## src/rtl/pwm_pkg.sv

```systemverilog
// Shared constants and FSM state type for the PWM capture block.
package pwm_pkg;

   localparam int unsigned DUTY_W    = 10;
   localparam int unsigned CNT_W_DEF = 20;

   typedef enum logic [1:0] {
      IDLE,
      HIGH,
      LOW
   } state_t;

endpackage

```

## src/rtl/pwm_duty_div.sv

```systemverilog
// Serial restoring divider: q = min(floor({num,10'b0} / den), 1023), one quotient bit per cycle.
// Used by pwm_capture only when PWM_CAPTURE_DUTY_EN is defined.
module pwm_duty_div
   import pwm_pkg::*;
#(
   parameter int unsigned N = CNT_W_DEF
) (
   input  logic              clk,
   input  logic              rst,
   input  logic              start,
   input  logic [N-1:0]      num,
   input  logic [N-1:0]      den,
   output logic              busy,
   output logic              done,
   output logic [DUTY_W-1:0] q
);

   localparam int unsigned W      = N + DUTY_W;
   localparam int unsigned STEP_W = $clog2(W + 1);

   logic [N-1:0]      den_q;
   logic [N-1:0]      rem_q;
   logic [W-1:0]      quo_q;
   logic [STEP_W-1:0] step_q;

   logic [N:0]        shifted;
   logic [N:0]        diff;
   logic              ge;
   logic [N-1:0]      rem_d;
   logic [W-1:0]      quo_d;

   // quo_q shifts dividend bits out at the top while quotient bits enter at the bottom
   always_comb begin
      shifted = {rem_q, quo_q[W-1]};
      diff    = shifted - {1'b0, den_q};
      ge      = (shifted >= {1'b0, den_q});
      rem_d   = ge ? diff[N-1:0] : shifted[N-1:0];
      quo_d   = {quo_q[W-2:0], ge};
   end

   always_ff @(posedge clk) begin
      if (rst) begin
         den_q  <= '0;
         rem_q  <= '0;
         quo_q  <= '0;
         step_q <= '0;
         busy   <= 1'b0;
         done   <= 1'b0;
         q      <= '0;
      end else begin
         done <= 1'b0;
         if (start) begin
            den_q  <= den;
            rem_q  <= '0;
            quo_q  <= {num, {DUTY_W{1'b0}}};
            step_q <= '0;
            busy   <= 1'b1;
         end else if (busy) begin
            rem_q  <= rem_d;
            quo_q  <= quo_d;
            step_q <= step_q + 1'b1;
            if (step_q == STEP_W'(W - 1)) begin
               busy <= 1'b0;
               done <= 1'b1;
               q    <= (|quo_d[W-1:DUTY_W]) ? '1 : quo_d[DUTY_W-1:0];
            end
         end
      end
   end

endmodule

```

## src/rtl/pwm_capture.sv

```systemverilog
// PWM decoder: high time and period in clk cycles, stuck detection, optional 10-bit duty.
// Define PWM_CAPTURE_DUTY_EN to build the duty divider; otherwise duty_q10/duty_valid are tied to 0.
module pwm_capture
   import pwm_pkg::*;
#(
   parameter int unsigned CNT_W       = CNT_W_DEF,
   parameter int unsigned SYNC_STAGES = 2
) (
   input  logic              clk,
   input  logic              rst,
   input  logic              pwm_in,
   output logic              level,
   output logic [CNT_W-1:0]  high_cnt,
   output logic [CNT_W-1:0]  period_cnt,
   output logic              meas_valid,
   output logic              stuck,
   output logic [DUTY_W-1:0] duty_q10,
   output logic              duty_valid
);

   localparam logic [CNT_W-1:0] CNT_MAX = '1;

   logic [SYNC_STAGES-1:0] sync_q;
   logic [SYNC_STAGES-1:0] fill_q;
   logic                   prev_q;
   logic                   armed_q;
   logic                   rise;
   logic                   fall;

   state_t                 state_q;
   state_t                 state_d;
   logic [CNT_W-1:0]       cnt_q;
   logic [CNT_W-1:0]       hi_snap_q;

   logic                   cnt_restart;
   logic                   take_snap;
   logic                   publish;
   logic                   set_stuck;
   logic                   clr_stuck;

   // fill_q marks when level reflects a real post-reset sample; armed_q needs a genuine low
   // so an input already high out of reset is not taken as a rise.
   always_ff @(posedge clk) begin
      if (rst) begin
         sync_q  <= '0;
         fill_q  <= '0;
         prev_q  <= 1'b0;
         armed_q <= 1'b0;
      end else begin
         sync_q <= {sync_q[SYNC_STAGES-2:0], pwm_in};
         fill_q <= {fill_q[SYNC_STAGES-2:0], 1'b1};
         prev_q <= sync_q[SYNC_STAGES-1];
         if (fill_q[SYNC_STAGES-1] && !sync_q[SYNC_STAGES-1])
            armed_q <= 1'b1;
      end
   end

   assign level = sync_q[SYNC_STAGES-1];
   assign rise  = level & ~prev_q;
   assign fall  = ~level & prev_q;

   always_ff @(posedge clk) begin
      if (rst)
         state_q <= IDLE;
      else
         state_q <= state_d;
   end

   always_comb begin
      state_d     = state_q;
      cnt_restart = 1'b0;
      take_snap   = 1'b0;
      publish     = 1'b0;
      set_stuck   = 1'b0;
      clr_stuck   = 1'b0;
      case (state_q)
         IDLE: begin
            if (rise && armed_q) begin
               state_d     = HIGH;
               cnt_restart = 1'b1;
               clr_stuck   = 1'b1;
            end
         end
         HIGH: begin
            if (fall) begin
               state_d   = LOW;
               take_snap = 1'b1;
            end else if (cnt_q == CNT_MAX) begin
               state_d   = IDLE;
               set_stuck = 1'b1;
            end
         end
         LOW: begin
            if (rise) begin
               state_d     = HIGH;
               cnt_restart = 1'b1;
               publish     = 1'b1;
            end else if (cnt_q == CNT_MAX) begin
               state_d   = IDLE;
               set_stuck = 1'b1;
            end
         end
         default: state_d = IDLE;
      endcase
   end

   // Counter is 1 on the cycle after the rise, so at the fall/next rise it equals cycles since the rise.
   always_ff @(posedge clk) begin
      if (rst) begin
         cnt_q      <= '0;
         hi_snap_q  <= '0;
         high_cnt   <= '0;
         period_cnt <= '0;
         meas_valid <= 1'b0;
         stuck      <= 1'b0;
      end else begin
         meas_valid <= 1'b0;
         if (cnt_restart)
            cnt_q <= CNT_W'(1);
         else if (state_q != IDLE && cnt_q != CNT_MAX)
            cnt_q <= cnt_q + 1'b1;
         if (take_snap)
            hi_snap_q <= cnt_q;
         if (publish) begin
            high_cnt   <= hi_snap_q;
            period_cnt <= cnt_q;
            meas_valid <= 1'b1;
         end
         if (set_stuck)
            stuck <= 1'b1;
         else if (clr_stuck)
            stuck <= 1'b0;
      end
   end

`ifdef PWM_CAPTURE_DUTY_EN
   logic              div_busy;
   logic              div_done;
   logic [DUTY_W-1:0] div_q;

   pwm_duty_div #(
      .N(CNT_W)
   ) u_div (
      .clk   (clk),
      .rst   (rst),
      .start (meas_valid),
      .num   (high_cnt),
      .den   (period_cnt),
      .busy  (div_busy),
      .done  (div_done),
      .q     (div_q)
   );

   assign duty_q10   = div_q;
   assign duty_valid = div_done & ~div_busy;
`else
   assign duty_q10   = '0;
   assign duty_valid = 1'b0;
`endif

endmodule
```

## config.mk

```make
export PLATFORM = sky130hd
export DESIGN_NAME = pwm_capture
export DESIGN_NICKNAME = d
export VERILOG_FILES = /design/src/rtl/pwm_pkg.sv /design/src/rtl/pwm_duty_div.sv /design/src/rtl/pwm_capture.sv
export SDC_FILE = /design/constraint.sdc
export NUM_CORES = 1
export LEC_CHECK = 0
export CAP_MARGIN = 40
export CORE_MARGIN = 2
export CORE_UTILIZATION = 40
export DETAILED_ROUTE_END_ITERATION = 6
export PLACE_DENSITY = 0.68
export SETUP_SLACK_MARGIN = 0.3
export SLEW_MARGIN = 20
export SYNTH_ARGS = -nofsm -noshare
export SYNTH_HDL_FRONTEND = slang
export SYNTH_SLANG_ARGS = --single-unit
```

## constraint.sdc

```tcl
create_clock -name clk -period 2.4 [get_ports clk]
set_input_delay 0.24 -clock clk [delete_from_list [all_inputs] [get_ports clk]]
set_output_delay 0.24 -clock clk [all_outputs]
set_load 0.02 [all_outputs]
```

==> out/qor.yml <==
status:
  run_status: "finished clean"
clocking:
  cts_sinks: 90
  htree_levels: 3
  cts_made_buffers: 9
  tritoncts: "done"
  clk_pin_slew_ns: 0.09
  clock_latency_ns: 0.35
  clock-root-buffer: "clkbuf_8"
  cts.path.max_buffers: 2
worst_setup_path:
  cp_data_required_time_ns: 2.68
  crit_type: "flop to flop"
  startpoint_type: "flop"
  rr_startpoint: "cnt_q[1]"
  startpoint: "cnt_q[1]"
  critPathMaxFanout: 8
  cp.arrival_ns: 2.28
  end_kind: "flop"
power_and_ir_drop:
  power_density_mw_per_mm2: 593.8
  p_seq_frac: 0.591
  clock_power_share: 0.365
  power_mw: 2.565
  leakagePower_nw: 1.500
  p_switching_uw: 620.8
  p_sw_frac: 0.2420
  ir_drop_v: 0.0002426
  intPower_mw: 1.944
  power_frac_comb: 0.044
place:
  port_buffers: 45
  routabilityCongestion: 0.8793
  dpl.hpwl_um: 5394
layout:
  layout.cells.most_common: "nand2_1"
  nNetsFinal: 491
  num_antenna_cells: 0
  area_growth_pct: 18.42
  drive_gt1_frac: 0.08402
  final_cell_mix: "134 x nand2_1, 90 x dfxtp_1, 71 x a21oi_1, 44 x clkdlybuf4s50_1, 24 x nor2_1"
timing:
  drv_slew: 0
  finalHoldViolCount: 0
  fmax_ghz: 0.5007
  tightestPinTransition_ns: 0.6963
  relSlewSlack: 0.5358
  period_needed_ns: 1.997
  fin_skew_ns: 0.01216
  period_share: 0.8322
  rsz0062_at_grt: "true"
  setup_viol_count_final: 0
  finalSetupTns_ns: 0
yosys:
  synth_area_mm2: 0.003647
  synth_flop_cell: "dfxtp_1"
  avgSynthCellArea_um2: 8.159
  yosysWarnings: 0
  synth-edff-count: 0
  synth_seq_cells: 90
  syn_inst: 447
  yosysUniqueCellTypes: 46
  ys_async_sr_fraction: 0
  seq_area_frac_synth: 0.4940
global_route:
  antenna_found_initial: 0
  grt_pass1_wl_um: 13370
  first_global_vias: 2868
  grt_max_degree: 52
  grtUsageTotal: 0.1665
  overflow: 0
floorplan:
  die_w_um: 99.49
  ioPinCount: 57
  fp.coreArea_mm2: 0.008763
  chipHeight_um: 99.49
  initial_utilization: 0.4162
  num_rows: 34
  die_area_mm2: 0.009898
worst_hold_path:
  min_path_type: "input pin to flop"
  min-delay-start: "rst"
drt:
  vias: 2976
  ant_nets: 0
  wl_per_cell_um: 13.17
  finalWirelength_um: 7847
  viasPerCell: 4.993
  drc: 0
  first_iter_violations: 143
  firstDrtPassIters: 4
flow_run:
  cap_violations: 0
==> sequential cells by signal, indices dropped and copies added, names as in the netlist, 2 cells and up <==
| signal | cells |
|---|---|
| period_cnt | 20 |
| hi_snap_q | 20 |
| cnt_q | 20 |
| state_q | 2 |
| fill_q | 2 |
| high_cnt | 20 |
| sync_q | 2 |
==> power groups by stage <==
stage	Sequential (mW)	Combinational, mW	Clock [mW]
2_1_floorplan	1.55	0.103	0
3_3_place_gp	1.55	0.110	0
3_5_place_dp	1.55	0.112	0
4_1_cts	1.52	0.113	0.965
5_1_grt	1.52	0.127	1.04
6_report	1.52	0.113	0.936
==> layer usage <==
metal | wire length (µm) | global-route usage | vias to the layer above
li1 | - | - | 1529
met1 | 3960 | 0.2307 | 1392
met2 | 3520 | 0.2516 | 53
met3 | 318 | 0.03303 | 2
met4 | 47 | 0.07482 | 0
met5 | 0 | 0 | -
==> metrics by stage <==
step | hold WS (ns) | worst slack, ns | cell area, µm² | util | instances
floorplan | 0.3682 | 0.6125 | 3685 | - | 457
global placement | 0.4157 | 0.4696 | 4110 | 0.4690 | 579
detailed placement | 0.4239 | 0.3668 | 4110 | 0.4690 | 579
CTS | 0.2696 | 0.3530 | 4292 | 0.4897 | 595
global route | 0.2811 | 0.2805 | 4319 | 0.4929 | 596
finish | 0.2801 | 0.4028 | 4319 | 0.4929 | 596
==> final timing paths <==
path	to	slack, ns	cells after the start
min	prev_q	0.28	2
max reg2reg	stuck	0.40	6
max	stuck	0.40	6
min reg2reg	fill_q[1]	0.45	1
==> cells by family (layout without fill, tap and decap cells) <==
group | count (synthesis) | in the layout | synth area share
and+or+nand+nor | 194 | 194 | 0.2316
xor gates and xnor gates | 11 | 11 | 0.02641
muxes | 2 | 2 | 0.005489
adders and majority gates | 5 | 5 | 0.01715
buffers and inverters | 47 | 78 | 0.06827
AOI/OAI and AO/OA | 97 | 97 | 0.1561
DFF | 90 | 90 | 0.4940
other | 1 | 11 | 0.001028
==> Yosys cell counts, types with 2 or more instances <==
cell type  instances  share of area
buf_4             13          0.027
a31o_2             2         0.0048
mux2i_1            2         0.0055
dfxtp_1           90           0.49
nand4_2            2         0.0069
a21o_1             3         0.0062
nand2_1          134           0.14
a311oi_1           2         0.0048
a21oi_1           71          0.097
clkbuf_8           2         0.0075
clkbuf_1          21          0.022
inv_1              7         0.0072
o21a_1             2         0.0041
nand4_1            7          0.012
a41o_1             3         0.0082
ha_1               5          0.017
nor2b_1            4         0.0069
xor2_1             7          0.017
o21ai_0            2         0.0027
a211oi_2           2         0.0069
a21oi_2            2         0.0048
nand3_1            7         0.0096
and3_1             4         0.0069
a31oi_1            3         0.0051
nor2_1            24          0.025
buf_2              3         0.0041
xnor2_1            4         0.0096
==> cell type report <==
class                   count  area (µm²)
clock inverters             5       40.04
clock buffers              11       141.4
flip-flops and latches     90        1802
repair buffers             55       520.5
fillers                   877        4444
multi-input cells         320        1654
well taps                 108       135.1
inverters                   7       26.28
==> repair_timing <==
action	in CTS	in global routing
resized for setup	0	3
setup endpoints to repair	0	7
hold buffers	0	0
buffers inserted	0	1
==> worst max-delay path, cell delays in order (launching register included) <==
cell and delay, ns:
dfxtp_1 0.44, ha_1 0.28, nand3_1 0.13, nor2_2 0.45, nand2_2 0.11, or3b_1 0.40, a21oi_2 0.11
Note: power is estimated with default switching activity, not from simulation.
